**config.mk**
```make
export PLATFORM = sky130hd
export DESIGN_NAME = melody_arbiter
export DESIGN_NICKNAME = d
export VERILOG_FILES = /design/src/rtl/melody_arbiter.sv
export SDC_FILE = /design/constraint.sdc
export NUM_CORES = 1
export LEC_CHECK = 0
export BUFFER_PORTS_ARGS = -buffer_cell sky130_fd_sc_hd__buf_2
export CORE_ASPECT_RATIO = 0.7
export CORE_MARGIN = 2
export CORE_UTILIZATION = 58
export CTS_BUF_LIST = sky130_fd_sc_hd__clkbuf_8 sky130_fd_sc_hd__clkbuf_16
export DETAILED_ROUTE_END_ITERATION = 7
export MAX_ROUTING_LAYER = met4
export PLACE_DENSITY = 0.8
export SYNTH_ARGS = -nofsm -noshare
export SYNTH_HDL_FRONTEND = slang
export SYNTH_SLANG_ARGS = --single-unit
```
**constraint.sdc**
```tcl
create_clock -name clk -period 3.1 [get_ports clk]
set_clock_uncertainty 0.1 [all_clocks]
set_input_delay 0.62 -clock clk [delete_from_list [all_inputs] [get_ports clk]]
set_output_delay 0.62 -clock clk [all_outputs]
set_load 0.02 [all_outputs]
```
**src/rtl/melody_arbiter.sv**
```systemverilog
// melody_arbiter: round-robin owner of the shared 4-bit note path.
//
// Each melody sequencer raises src_req while it wants to play. One source
// at a time is granted and its note code is forwarded (one cycle late) to
// the tone generator. A grant is cut short after MAX_TICKS beat ticks, and
// every grant is followed by GAP_TICKS beat ticks of silence.
//
// Ports:
//   clk        system clock
//   rst_n      asynchronous active-low reset
//   src_req    per-source play request (level)
//   src_note   per-source note code, source i on [4i+3:4i], 0 = silence
//   src_grant  one-hot grant (registered)
//   note_out   forwarded note code (registered)
//   grant_id   index of the current / most recent granted source
//   busy       high while playing or in the silence gap
//   timeout    one-cycle pulse when a grant is force-released
module melody_arbiter #(
    parameter int unsigned N_SRC     = 4,
    parameter int unsigned TICK_DIV  = 12_500_000,
    parameter int unsigned MAX_TICKS = 256,
    parameter int unsigned GAP_TICKS = 2
) (
    input  logic                     clk,
    input  logic                     rst_n,
    input  logic [N_SRC-1:0]         src_req,
    input  logic [4*N_SRC-1:0]       src_note,
    output logic [N_SRC-1:0]         src_grant,
    output logic [3:0]               note_out,
    output logic [$clog2(N_SRC)-1:0] grant_id,
    output logic                     busy,
    output logic                     timeout
);

    localparam int unsigned IdW   = $clog2(N_SRC);
    localparam int unsigned PresW = $clog2(TICK_DIV);
    localparam int unsigned PlayW = $clog2(MAX_TICKS + 1);
    localparam int unsigned GapW  = (GAP_TICKS > 0) ? $clog2(GAP_TICKS + 1) : 1;

    localparam logic [PresW-1:0] PresLast = PresW'(TICK_DIV - 1);
    localparam logic [PlayW-1:0] PlayLast = PlayW'(MAX_TICKS - 1);
    // Only meaningful when GAP_TICKS > 0; the zero case bypasses the counter.
    localparam logic [GapW-1:0]  GapLast  = GapW'(GAP_TICKS - 1);

    typedef enum logic [1:0] {StIdle, StPlay, StGap} state_e;

    state_e             state_q, state_d;
    logic [PresW-1:0]   presc_q;
    logic [PlayW-1:0]   play_q, play_d;
    logic [GapW-1:0]    gap_q, gap_d;
    logic [N_SRC-1:0]   lock_q, lock_d;
    logic [IdW-1:0]     last_q, last_d;
    logic [IdW-1:0]     id_q, id_d;
    logic [N_SRC-1:0]   grant_q, grant_d;
    logic [3:0]         note_q, note_d;
    logic               timeout_q, timeout_d;

    logic               tick;
    logic [N_SRC-1:0]   elig;
    logic               found;
    logic [IdW-1:0]     winner;
    logic [31:0]        idx;
    logic [3:0]         sel_note;
    logic               owner_req;

    // Free-running beat prescaler, independent of arbitration activity.
    assign tick = (presc_q == PresLast);

    always_ff @(posedge clk or negedge rst_n) begin
        if (!rst_n) begin
            presc_q <= '0;
        end else if (tick) begin
            presc_q <= '0;
        end else begin
            presc_q <= presc_q + PresW'(1);
        end
    end

    assign elig = src_req & ~lock_q;

    // Round-robin search starting just after the last winner.
    always_comb begin
        found  = 1'b0;
        winner = '0;
        idx    = '0;
        for (int unsigned k = 1; k <= N_SRC; k++) begin
            idx = (32'(last_q) + k) % N_SRC;
            if (!found && elig[idx[IdW-1:0]]) begin
                found  = 1'b1;
                winner = idx[IdW-1:0];
            end
        end
    end

    always_comb begin
        sel_note = '0;
        for (int unsigned i = 0; i < N_SRC; i++) begin
            if (id_q == IdW'(i)) begin
                sel_note = src_note[4*i +: 4];
            end
        end
    end

    // grant_q is one-hot on the owner while playing.
    assign owner_req = |(src_req & grant_q);

    always_comb begin
        state_d   = state_q;
        grant_d   = '0;
        note_d    = '0;
        id_d      = id_q;
        last_d    = last_q;
        play_d    = play_q;
        gap_d     = gap_q;
        timeout_d = 1'b0;
        // A source that lets go of its request is forgiven its timeout.
        lock_d    = lock_q & src_req;

        unique case (state_q)
            StIdle: begin
                if (found) begin
                    state_d         = StPlay;
                    grant_d[winner] = 1'b1;
                    id_d            = winner;
                    last_d          = winner;
                    play_d          = '0;
                end
            end
            StPlay: begin
                if (!owner_req) begin
                    // Normal release wins even on the terminal tick.
                    state_d = StGap;
                    gap_d   = '0;
                end else if (tick && (play_q == PlayLast)) begin
                    state_d   = StGap;
                    gap_d     = '0;
                    timeout_d = 1'b1;
                    lock_d    = lock_d | grant_q;
                end else begin
                    grant_d = grant_q;
                    note_d  = sel_note;
                    if (tick) begin
                        play_d = play_q + PlayW'(1);
                    end
                end
            end
            StGap: begin
                if ((GAP_TICKS == 0) || (tick && (gap_q == GapLast))) begin
                    state_d = StIdle;
                end else if (tick) begin
                    gap_d = gap_q + GapW'(1);
                end
            end
            default: begin
                state_d = StIdle;
            end
        endcase
    end

    always_ff @(posedge clk or negedge rst_n) begin
        if (!rst_n) begin
            state_q   <= StIdle;
            play_q    <= '0;
            gap_q     <= '0;
            lock_q    <= '0;
            last_q    <= IdW'(N_SRC - 1);
            id_q      <= '0;
            grant_q   <= '0;
            note_q    <= '0;
            timeout_q <= 1'b0;
        end else begin
            state_q   <= state_d;
            play_q    <= play_d;
            gap_q     <= gap_d;
            lock_q    <= lock_d;
            last_q    <= last_d;
            id_q      <= id_d;
            grant_q   <= grant_d;
            note_q    <= note_d;
            timeout_q <= timeout_d;
        end
    end

    assign src_grant = grant_q;
    assign note_out  = note_q;
    assign grant_id  = id_q;
    assign busy      = (state_q != StIdle);
    assign timeout   = timeout_q;

endmodule
```
==> flow_metrics.py, run 1 <==
metrics = {
    "status": {
        "status": "finished, final reports clean",
    },
    "placed_design": {
        "hpwl_mm": 4.86,
        "dp.cells": 383,
        "port_buffers": 33,
        "gp_congestion": 0.944,
    },
    "worst_setup_path": {
        "crit_path_start_kind": "register",
        "startpoint": "play_q[0]$_DFFE_PN0P_",
        "rrSetupSlack_ns": 0.67,
        "crit_path_end_kind": "register",
        "cp_max_fo": 7,
        "arrival_ns": 2.53,
        "path_class": "register to register",
        "worstReg2RegEnd": "gap_q[1]$_DFFE_PN0P_",
        "timing.rr.start": "play_q[0]$_DFFE_PN0P_",
        "rr_worst_depth": 8,
        "crit_required_ns": 3.20,
    },
    "logic_synthesis": {
        "ys.flop_type": "dfrtp_1",
        "ys_seq_elements": 54,
        "syn-num-nets": 314,
        "synth_xor_xnor_area_share_pct": 4.03,
        "synth_area_per_cell_sq_um": 10.6,
        "synth_edf_count": 0,
        "syn-cell-area_sq_um": 3040,
        "postSynth.asyncResetShare_pct": 100,
        "seq_area_frac_synth_pct": 44.5,
        "ys_types": 65,
        "synth_warnings": 0,
        "synth_top_family_by_area": "simple AND/OR/NAND/NOR gates",
        "synth-simple-area-share_pct": 25.6,
        "muxShareOfSynthArea_pct": 5.27,
        "synthAdderAreaFrac_pct": 2.30,
        "synth_cells": 288,
        "synth_compound_area_share_pct": 14.2,
    },
    "cts": {
        "numCtsBuffers": 5,
        "postCtsHoldBufs": 0,
        "clk_pin_slew_ns": 0.10,
        "clock-sinks": 54,
        "clockBufferDepth": 2,
        "h-tree-depth": 2,
        "clk_latency_ns": 0.31,
        "postCtsSetupBuffers": 0,
        "cts_tree": "built",
        "cts-root-buf": "clkbuf_8",
        "cts_resized": 0,
    },
    "timing": {
        "hold_violations": 0,
        "max_freq_ghz": 0.411,
        "period_share_pct": 78.5,
        "finalMaxSlewViolations": 0,
        "fin_tns_setup_ns": 0,
        "worst_pin_slew_ns": 0.680,
        "setup_viol_count_final": 0,
        "final.min_clock_period_ns": 2.43,
        "slew_headroom_pct": 54.2,
        "rsz0062_at_grt": "false",
    },
    "routing": {
        "via_count": 2377,
        "drc": 0,
        "drtIter0Drc": 104,
        "drt_wl_total_mm": 6.69,
        "wl_per_cell_microns": 17.1,
        "drtPass1Iterations": 4,
        "ant_nets": 0,
        "viasPerCell": 6.08,
    },
    "die": {
        "rows": 22,
        "die_h_microns": 64.6,
        "die-width_microns": 90.6,
        "die_area_sq_um": 5850,
        "start_util_pct": 59.1,
        "ios": 34,
        "core_area_sq_um": 5150,
    },
    "power_and_ir_drop": {
        "pwr-share-seq_pct": 47.3,
        "clkPwrFrac_pct": 25.4,
        "p_leak_nw": 1.43,
        "combinationalPowerShare_pct": 27.4,
        "ir_drop_uv": 294,
        "power_density_nw_per_um2": 550,
        "p_int_w": 0.00122,
        "power.share.switching_pct": 33.5,
        "p_sw_w": 0.000614,
    },
    "cells_and_area": {
        "instances_no_fill": 391,
        "diodes": 0,
        "drive_gt1_share_pct": 21.3,
        "syn_to_final_growth_pct": 9.87,
        "final_common_cell": "dfrtp_1",
        "layout_common_cells": "52 x dfrtp_1, 33 x buf_2, 23 x nand2_1",
        "nets": 344,
    },
    "global_route": {
        "antenna_found_initial": 0,
        "grt_pass1_wl_mm": 11.5,
        "grt_pass1_vias": 2347,
        "grt_usage_pct": 25.2,
        "grt_max_degree": 30,
        "gr-total-overflow": 0,
    },
    "min_path": {
        "hold_path_class": "primary input to asynchronous set/reset pin",
    },
    "job": {
        "maxCapViolCount": 0,
    },
}
==> critical path, cell delays in order (launching register included) <==
cell and delay (ns):
dfrtp_1 0.39, ha_1 0.20, nand2_1 0.08, nor3_1 0.17
ha_1 0.33, nand3b_1 0.11, a211oi_1 0.40, a22oi_1 0.16
a221o_1 0.38
==> sequential cells by signal, summed over array words and instances, names as in the netlist <==
name and count:
presc_q 24, play_q 9, lock_q 4, note_out 4, src_grant 4, gap_q 2
grant_id 2, last_q 2, state_q 2, timeout 1
==> final cells by class <==
cell class / instances / area [sq um]
multi-input combinational: 210 / 1560
sequential: 54 / 1350
inverter: 11 / 41.3
clock inverter: 3 / 37.5
tap: 72 / 90.1
clock buffer: 5 / 68.8
timing repair buffer: 36 / 188
fill: 429 / 1810
==> cells by family (layout without fill, tap and decap cells) <==
family                     Yosys count  in the layout
AOI/OAI and AO/OA                   58             58
xor gates and xnor gates            14             14
adders and majority gates            6              6
buffers and inverters               24             55
DFF                                 54             54
muxes                               11             11
and+or+nand+nor                    121            121
==> per-layer routing <==
metal	vias up	share of wire [%]	track usage [%]
met4	0	0.85	5.58
li1	1142	-	-
met1	1169	50	36.1
met2	61	45	38.5
met3	5	3.8	3.95
met5	-	0	-
==> cells in the mapped netlist, types with 7 or more instances <==
cell,n,area share (%)
a21oi_1,10,1.6
dfrtp_1,52,43
inv_1,11,1.4
mux2i_1,7,2.3
nand2_1,23,2.8
nand2b_1,9,1.9
nor2_1,16,2.0
nor2b_1,9,1.9
nor4_1,8,1.6
o31ai_1,9,2.2
xnor2_1,8,2.3
==> how the worst max path moves through the flow <==
| stage | cells after the start | slack, ns | endpoint |
|---|---|---|---|
| after CTS | 8 | 0.65 | gap_q[1]$_DFFE_PN0P_ |
| after floorplan | 8 | 0.89 | gap_q[1]$_DFFE_PN0P_ |
| after global placement | 8 | 0.79 | gap_q[1]$_DFFE_PN0P_ |
| after detailed placement | 8 | 0.68 | gap_q[1]$_DFFE_PN0P_ |
| final | 8 | 0.67 | gap_q[1]$_DFFE_PN0P_ |
| after global routing | 8 | 0.39 | gap_q[1]$_DFFE_PN0P_ |
==> power by group through the flow <==
stage | clock network [W] | logic [W] | registers [W]
5_1_grt | 0.000498 | 0.000543 | 0.000883
2_1_floorplan | 0 | 0.000348 | 0.000876
4_1_cts | 0.000466 | 0.000500 | 0.000866
3_3_place_gp | 0 | 0.000484 | 0.000877
6_report | 0.000466 | 0.000503 | 0.000868
3_5_place_dp | 0 | 0.000498 | 0.000879
==> per-stage QoR <==
stage | cell area, sq um | setup slack (ns) | util [%] | total power (W) | hold WS (ns)
after global placement | 3240 | 0.787 | 62.9 | 0.00136 | 0.373
after detailed placement | 3240 | 0.676 | 62.9 | 0.00138 | 0.371
final | 3340 | 0.668 | 64.9 | 0.00184 | 0.0732
after global routing | 3340 | 0.394 | 64.9 | 0.00192 | 0.0902
after CTS | 3340 | 0.648 | 64.9 | 0.00183 | 0.0802
after floorplan | 3040 | 0.887 | - | 0.00122 | 0.224
Power figures use the tool's default switching activity.
==> run 2, diff against run 1 <==
--- a/config.mk
+++ b/config.mk
@@ -8,11 +8,11 @@
 export BUFFER_PORTS_ARGS = -buffer_cell sky130_fd_sc_hd__buf_2
 export CORE_ASPECT_RATIO = 0.7
 export CORE_MARGIN = 2
-export CORE_UTILIZATION = 58
+export CORE_UTILIZATION = 53
 export CTS_BUF_LIST = sky130_fd_sc_hd__clkbuf_8 sky130_fd_sc_hd__clkbuf_16
 export DETAILED_ROUTE_END_ITERATION = 7
 export MAX_ROUTING_LAYER = met4
-export PLACE_DENSITY = 0.8
+export PLACE_DENSITY = 0.77
 export SYNTH_ARGS = -nofsm -noshare
 export SYNTH_HDL_FRONTEND = slang
 export SYNTH_SLANG_ARGS = --single-unit
==> constraint.sdc (replaced) <==
create_clock -name clk -period 2.22 [get_ports clk]
set_clock_uncertainty 0.1 [all_clocks]
set_input_delay 0.444 -clock clk [delete_from_list [all_inputs] [get_ports clk]]
set_output_delay 0.444 -clock clk [all_outputs]
set_load 0.02 [all_outputs]
==> run 2 against run 1 <==
  * Combinational power grew 49%
  * Die area is 8.9% higher
  * Clock-buffer cell count rose by 1
  * Utilization down 3.1 points
  * Sequential share of layout area fell by 1.7 points
  * Global-route usage decreased by 3.6 points
  * Sequential power rose by 38%
  * Critical path type unchanged
==> flow_metrics.py, run 2 (synthesis results as in run 1) <==
metrics = {
    "die": {
        "start_util_pct": 53.9,
        "die_area_sq_um": 6370,
        "die-width_microns": 94.5,
        "ios": 34,
        "die_h_microns": 67.4,
        "rows": 23,
        "core_area_sq_um": 5640,
    },
    "timing": {
        "slew_headroom_pct": 57.4,
        "setup_ws_ns": 0.102,
        "fin_tns_setup_ns": 0,
        "period_share_pct": 95.4,
        "hold_violations": 0,
        "final.min_clock_period_ns": 2.12,
        "finalMaxSlewViolations": 0,
        "setup_viol_count_final": 0,
        "rsz0062_at_grt": "false",
        "max_freq_ghz": 0.472,
        "worst_pin_slew_ns": 0.633,
        "whs_ns": 0.288,
    },
    "power_and_ir_drop": {
        "p_leak_nw": 1.50,
        "power_w": 0.00251,
        "ir_drop_uv": 401,
        "power_density_nw_per_um2": 721,
    },
    "worst_setup_path": {
        "rrSetupSlack_ns": 0.10,
        "crit_required_ns": 2.35,
        "cp_top_family": "simple AND/OR/NAND/NOR gates",
        "path_cells": "ha_1 > nand2_1 > nor3_1 > ha_2 > buf_4 > inv_1 > o2111ai_1 > or4_1 > a21oi_1",
        "rr_worst_depth": 9,
        "crit_slowest_cell": "or4_1",
        "critPathMaxStageDelay_ns": 0.42,
        "arrival_ns": 2.25,
        "crit_buf_inv": 2,
        "crit_path_end_kind": "register",
        "crit_path_start_kind": "register",
        "worstReg2RegEnd": "play_q[3]$_DFFE_PN0P_",
        "cp_max_fo": 6,
        "timing.rr.start": "play_q[0]$_DFFE_PN0P_",
        "path_class": "register to register",
    },
    "cts": {
        "h-tree-depth": 2,
        "clk_latency_ns": 0.32,
        "cts-root-buf": "clkbuf_8",
        "clock-sinks": 54,
        "clockBufferDepth": 2,
        "cts_tree": "built",
        "clk_pin_slew_ns": 0.09,
        "numCtsBuffers": 5,
    },
    "global_route": {
        "grt_usage_pct": 21.7,
        "antenna_found_initial": 0,
        "grt_pass1_wl_mm": 10.4,
        "grt_pass1_vias": 2169,
        "grt_max_degree": 21,
        "gr-total-overflow": 0,
    },
    "cells_and_area": {
        "layout_common_cells": "52 x dfrtp_1, 33 x buf_2, 23 x nand2_1",
        "largestRegisters": "presc_q: 24 flops, play_q: 9 flops",
        "diodes": 0,
        "nets": 361,
        "largest_register_ff_count": 24,
        "top_register": "presc_q",
        "fillers": 486,
        "instances_no_fill": 411,
        "final_common_cell": "dfrtp_1",
        "drive_gt1_share_pct": 27.1,
        "syn_to_final_growth_pct": 14.7,
    },
    "routing": {
        "drt_wl_total_mm": 6.34,
        "drtIter0Drc": 128,
        "wl_per_cell_microns": 15.4,
        "via_count": 2416,
        "viasPerCell": 5.88,
        "drc": 0,
        "drtPass1Iterations": 4,
        "ant_nets": 0,
    },
    "placed_design": {
        "place_worst_setup_slack_ns": -0.0336,
        "gp_congestion": 0.798,
        "dp.cells": 398,
        "hpwl_mm": 4.73,
        "port_buffers": 33,
    },
    "min_path": {
        "hold_path_class": "primary input to register",
        "whs_path_depth": 2,
        "hp-start": "src_req[2]",
        "hold_path_end": "lock_q[2]$_DFF_PN0_",
    },
    "job": {
        "maxCapViolCount": 0,
    },
    "status": {
        "status": "finished, final reports clean",
    },
}
run 2: cell types whose count changed in the layout (fill, tap and decap cells not counted), sizes merged:
| cell | before | now |
|---|---|---|
| inv | 13 | 12 |
| clkinv | 0 | 1 |
| clkbuf | 5 | 6 |
| dlygate4sd3 | 0 | 1 |
| buf | 36 | 52 |
| bufinv | 1 | 0 |
run 2: report_power, final:
group,switching (W),internal [W]
sequential,0.000121,0.00108
clock,0.000317,0.000248
combinational,0.000413,0.000334
run 2: what timing repair did:
item,in CTS,in global routing
endpoints found under the hold margin,18,0
endpoints found under the setup margin,2,9
resized for setup,1,5
gates cloned,0,0
hold buffers,1,0
pin swaps,0,3
buffers inserted,0,4
run 2: metal layers:
metal / wire length [microns] / GRT usage (%) / share of wire (%)
met1: 3230 / 32.8 / 51
met2: 2720 / 29.6 / 43
met3: 332 / 4.24 / 5.2
met4: 67 / 5.62 / 1.1
met5: 0 / - / 0
run 2: worst max-delay path by stage:
stage                           from               endpoint  slack, ns  cells after the start
3_3_place_gp   play_q[1]$_DFFE_PN0P_   gap_q[1]$_DFFE_PN0P_       0.05                      8
5_1_grt        play_q[0]$_DFFE_PN0P_  play_q[3]$_DFFE_PN0P_      0.004                      9
6_report       play_q[0]$_DFFE_PN0P_  play_q[3]$_DFFE_PN0P_       0.10                      9
4_1_cts        play_q[1]$_DFFE_PN0P_   gap_q[1]$_DFFE_PN0P_       0.03                      8
2_1_floorplan  play_q[0]$_DFFE_PN0P_   gap_q[1]$_DFFE_PN0P_      0.007                      8
3_5_place_dp   play_q[1]$_DFFE_PN0P_   gap_q[0]$_DFFE_PN0P_      -0.03                      9
run 2: metrics by stage:
step	instance area, sq um	utilization (%)
final	3490	61.8
after floorplan	3040	-
after CTS	3430	60.9
after detailed placement	3330	59.0
after global routing	3490	61.8
after global placement	3330	59.0
run 2: cell type report:
class | count | area, sq um | area share (%)
inverters | 11 | 41.3 | 1.18
well taps | 75 | 93.8 | 2.69
repair buffers | 53 | 318 | 9.11
multi-input cells | 210 | 1590 | 45.6
clock buffers | 6 | 82.6 | 2.37
flip-flops and latches | 54 | 1350 | 38.8
clock inverters | 2 | 8.76 | 0.251
run 2: worst register-to-register path: stages, from the launching register on:
cell       delay [ns]
dfrtp_1          0.39
ha_1             0.21
nand2_1          0.08
nor3_1           0.06
ha_2             0.21
buf_4            0.15
inv_1            0.13
o2111ai_1        0.15
or4_1            0.42
a21oi_1          0.15
